### src/rtl/mult_sequencer.sv
// mult_sequencer: iterative shift-add mult/multu with PC stall; define MULT_EARLY_TERM_EN to finish RUN once the multiplier is exhausted
module mult_sequencer #(
  parameter int WIDTH = 32
) (
  input  logic             clk,
  input  logic             reset,
  input  logic             start,
  input  logic             is_signed,
  input  logic [WIDTH-1:0] op_a,
  input  logic [WIDTH-1:0] op_b,
  output logic             stall,
  output logic             busy,
  output logic             done,
  output logic [WIDTH-1:0] prod_lo,
  output logic [WIDTH-1:0] prod_hi
);
  localparam int CW = $clog2(WIDTH);
  localparam logic [1:0] IDLE = 2'd0, RUN = 2'd1, DONE = 2'd2;
  logic [1:0] state;
  logic [WIDTH-1:0] mcand, mplier, mag_a, mag_b;
  logic [2*WIDTH-1:0] acc, acc_nx;
  logic [CW-1:0] cnt;
  logic neg_flag, last;
  assign mag_a = (is_signed & op_a[WIDTH-1]) ? -op_a : op_a;
  assign mag_b = (is_signed & op_b[WIDTH-1]) ? -op_b : op_b;
  assign acc_nx = acc + (mplier[0] ? ({{WIDTH{1'b0}}, mcand} << cnt) : '0);
`ifdef MULT_EARLY_TERM_EN
  assign last = (&cnt) | (mplier[WIDTH-1:1] == '0);
`else
  assign last = &cnt;
`endif
  assign stall = ((state == IDLE) & start) | (state == RUN);
  always_ff @(posedge clk or posedge reset) begin
    if (reset) begin
      state    <= IDLE;
      mcand    <= '0;
      mplier   <= '0;
      acc      <= '0;
      cnt      <= '0;
      neg_flag <= 1'b0;
      busy     <= 1'b0;
      done     <= 1'b0;
      prod_hi  <= '0;
      prod_lo  <= '0;
    end else begin
      case (state)
        IDLE: if (start) begin
          mcand    <= mag_a;
          mplier   <= mag_b;
          neg_flag <= is_signed & (op_a[WIDTH-1] ^ op_b[WIDTH-1]);
          acc      <= '0;
          cnt      <= '0;
          busy     <= 1'b1;
          state    <= RUN;
        end
        RUN: begin
          acc    <= acc_nx;
          mplier <= mplier >> 1;
          cnt    <= cnt + CW'(1);
          if (last) begin
            {prod_hi, prod_lo} <= neg_flag ? -acc_nx : acc_nx;
            busy  <= 1'b0;
            done  <= 1'b1;
            state <= DONE;
          end
        end
        DONE: begin
          done  <= 1'b0;
          state <= IDLE;
        end
        default: state <= IDLE;
      endcase
    end
  end
endmodule

### config.mk
export PLATFORM = sky130hd
export DESIGN_NAME = mult_sequencer
export DESIGN_NICKNAME = d
export VERILOG_FILES = /design/src/rtl/mult_sequencer.sv
export SDC_FILE = /design/constraint.sdc
export NUM_CORES = 1
export LEC_CHECK = 0
export ABC_CLOCK_PERIOD_IN_PS = 7550
export CORE_MARGIN = 5
export CORE_UTILIZATION = 39
export DETAILED_ROUTE_END_ITERATION = 8
export SLEW_MARGIN = 10
export SYNTH_ARGS = -nofsm -noshare
export SYNTH_HDL_FRONTEND = slang
export SYNTH_SLANG_ARGS = --single-unit
### constraint.sdc
create_clock -name clk -period 7.55 [get_ports clk]
set_input_delay 0.755 -clock clk [delete_from_list [all_inputs] [get_ports clk]]
set_output_delay 0.755 -clock clk [all_outputs]
set_load 0.01 [all_outputs]
==> impl_metrics.csv <==
group,metric,value,unit
logic_synthesis,synth-compound-area-share,0.263,
power,power_switching_share,0.491,
cells_and_area,diodes,0,
logic_synthesis,synth-simple-area-share,0.194,
logic_synthesis,syn_nets,2190,
critical_path,worst_path_max_delay_cell,"a2111oi_1",
critical_path,r2r-start,"cnt[0]",
power,ir_worst_vdd,0.166,mV
cells_and_area,final_common_cell,"nand2_1",
sta,hold_slack,0.476,ns
power,pwr-share-seq,0.232,
sta,maxSlewViolCount,0,
clock_network,clk_pin_slew_worst_paths,0.06,ns
drt,vias_per_cell,5.93,
global_routing,antenna_found_initial,0,
drt,wirelength,54500,um
critical_path,path_buf_inv,1,
power,pwr_density_cell,441,mW/mm^2
clock_network,cts_tree,"done",
sta,skew,0.0182,ns
drt,ant_nets,0,
critical_path,cp_slowest_stage_delay,0.87,ns
sta,fin_setup_tns,0,ns
clock_network,clock_latency,0.53,ns
drt,wl_per_cell,20.4,um
cells_and_area,nets,2258,
outcome,status,"finished, final reports clean",
place,place_hpwl,42900,um
cells_and_area,syn2layout_area_growth,15.6,%
critical_path,crit_type,"flip-flop to flip-flop",
critical_path,crit_chain,"mux2i_1 > nor2_1 > a31oi_1 > nand2_1 > o21ai_0 > mux2i_1 > nor2b_1 > ha_1 > and4_1 > nand2_1 > a2111oi_1 > nor3_1 > xor2_1 > inv_1 > or4_1 > or3_1 > or3_1 > o41ai_2 > xor2_1 > o21ai_1",
worst_hold_path,worstHoldStart,"prod_lo[22]",
place,place_area,0.0185,sq mm
clock_network,root_buffer,"clkbuf_16",
power,p_sw,4.17,mW
cells_and_area,multi_input_area,0.0110,sq mm
sta,setup_viol,0,
worst_hold_path,hold_path.class,"flip-flop to flip-flop",
sta,hold_viol_final,0,
clock_network,ctsHoldBuffers,0,
power,power_leakage,7.95,nW
critical_path,path_max_fanout,35,
power,p_clk_frac,0.136,
drt,first_pass_iters,5,
drt,vias,15900,
clock_network,postCtsSetupBuffers,0,
clock_network,cts_resized,0,
cells_and_area,n_fill_cell,4237,
logic_synthesis,synth_area,0.0166,sq mm
sta,rsz0062_at_grt,"no",
logic_synthesis,synth_edf_count,0,
power,finalPower,8.48,mW
die,start_util,0.396,
power,p_int,4.32,mW
logic_synthesis,synth_mux_area_frac,0.0645,
critical_path,worst_setup_path_start_kind,"flip-flop",
cells_and_area,layout_common_cells,"nand2_1, o21ai_0, dfrtp_1, nor2_1, a21oi_1",
power,combPwrFrac,0.632,
die,io_pins,135,
critical_path,crit_arrival,7.51,ns
place,io_buffers,134,
clock_network,cts_sinks,202,
sta,max_slew_margin,0.227,
critical_path,critPathLaunch,"cnt[0]",
sta,post-route-period-util,0.944,
die,die_h,217,um
sta,tightest_slew,1.16,ns
cells_and_area,seqCellArea,0.00506,sq mm
logic_synthesis,ys_warn_count,0,
run,maxCapViolCount,0,
critical_path,critical_path_required,7.93,ns
global_routing,grt_max_degree,127,
logic_synthesis,synth_fa_ha_area_frac,0.0523,
logic_synthesis,synth_xor_area_frac,0.0852,
clock_network,cts.path.max_buffers,3,
cells_and_area,final_layout_size_suffix_gt1_frac,0.0697,
logic_synthesis,ys_types,85,
place,gp_congestion,0.947,
drt,drtIter0Drc,1194,
logic_synthesis,async_reset_ff_frac,1.00,
global_routing,grt_pass1_vias,15000,
logic_synthesis,synth_top_family_by_area,"compound AO/OA/AOI/OAI gates",
die,design.die.area,0.0469,sq mm
die,fp-row-count,75,
logic_synthesis,syn_inst,2053,
logic_synthesis,synth.yosys.seq_area_share,0.304,
sta,max_freq,140,MHz
logic_synthesis,ys_ff_latch,202,
sta,layout_min_cycle_time,7.13,ns
critical_path,cpLargestDelayFamily,"simple AND/OR/NAND/NOR gates",
critical_path,endpoint_kind,"flip-flop",
global_routing,grt_use_total,0.229,
cells_and_area,final_area,0.0192,sq mm
die,fp.dieW,217,um
clock_network,htreeDepth,1,
drt,drc,0,
logic_synthesis,synth_ff_type,"dfrtp_1",
global_routing,overflow,0,
die,core,0.0420,sq mm
global_routing,grt_pass1_wl,87000,um
clock_network,cts_buffers,23,
logic_synthesis,synth_area_per_cell,8.11,sq um
## logic make-up (layout without fill, tap and decap cells)
group / Yosys count / count (layout)
muxes: 81 / 81
DFF: 202 / 202
xor gates and xnor gates: 161 / 161
and+or+nand+nor: 686 / 686
AOI/OAI and AO/OA: 687 / 687
adders and majority gates: 69 / 69
buffers and inverters: 167 / 251
## cell usage after synthesis (15+ instances only)
cell        n  area (sq um)
nor4_1     18           113
a22o_1     47           412
a21oi_1   142           711
or3_1      27           169
xnor2_1    72           631
nor3_1     43           215
nand3_1    28           140
ha_1       68           851
o22ai_1    21           131
a211oi_1   15           113
and2_1     26           163
dfrtp_1   202          5050
mux4_2     19           428
nor2_1    150           563
mux2_2     20           225
inv_1      44           165
clkbuf_1  106           398
o31ai_1    30           225
a22oi_1    32           240
nand2_1   273          1020
mux2i_1    42           420
a21o_1     20           150
o21ai_1    28           140
nor2b_1    17           106
o21ai_0   231          1160
nand4_1    34           213
nand2b_1   19           119
xor2_1     88           771
## worst min-delay path, stage by stage (launching register included)
cell	delay [ns]
dfrtp_1	0.34
nand2_1	0.05
o21ai_0	0.06
## metrics by stage
| stage | instances | util | setup slack, ns |
|---|---|---|---|
| final | 2676 | 0.458 | 0.423 |
| after detailed placement | 2635 | 0.439 | 0.340 |
| after floorplan | 2053 | - | 1.28 |
| after global placement | 2635 | 0.439 | 0.266 |
| after global routing | 2676 | 0.458 | 0.0109 |
| after CTS | 2676 | 0.457 | 0.342 |
## layout make-up
cell class / count / share of cell area
Multi-Input combinational cell: 1684 / 0.571
Sequential cell: 202 / 0.263
Timing Repair Buffer: 165 / 0.0818
Inverter: 45 / 0.00917
Tap cell: 539 / 0.0351
Clock buffer: 33 / 0.0345
Clock inverter: 8 / 0.00566
## flip-flops by register name, summed over array words and instances (netlist names)
name / count
busy: 1
mcand: 32
state: 2
acc: 64
neg_flag: 1
prod_hi: 32
mplier: 32
prod_lo: 32
done: 1
cnt: 5
## power by group through the flow
stage	clock [mW]	sequential (mW)	combinational (mW)
floorplan	0	1.80	3.70
global placement	0	1.97	5.25
detailed placement	0	1.97	5.29
CTS	1.19	1.96	5.30
global route	1.23	2.03	5.89
finish	1.16	1.97	5.36
## routing by layer
layer | GRT usage | wire (um) | vias to the layer above
met5 | 0 | 0 | -
met4 | 0.0517 | 1140 | 0
met3 | 0.0318 | 3790 | 72
met2 | 0.337 | 22900 | 533
met1 | 0.355 | 26700 | 7610
li1 | - | - | 7665
## worst paths after layout
kind                               endpoint  slack [ns]  cells after the start
worst min-delay path            prod_lo[22]        0.48                      2
worst min register to register  prod_lo[22]        0.48                      2
max in group asynchronous       prod_hi[12]        5.24                      3
worst max-delay path            prod_hi[28]        0.42                     20
min in group asynchronous         mplier[2]        0.78                      2
worst max register to register  prod_hi[28]        0.42                     20
(Power assumes the default switching activity.)
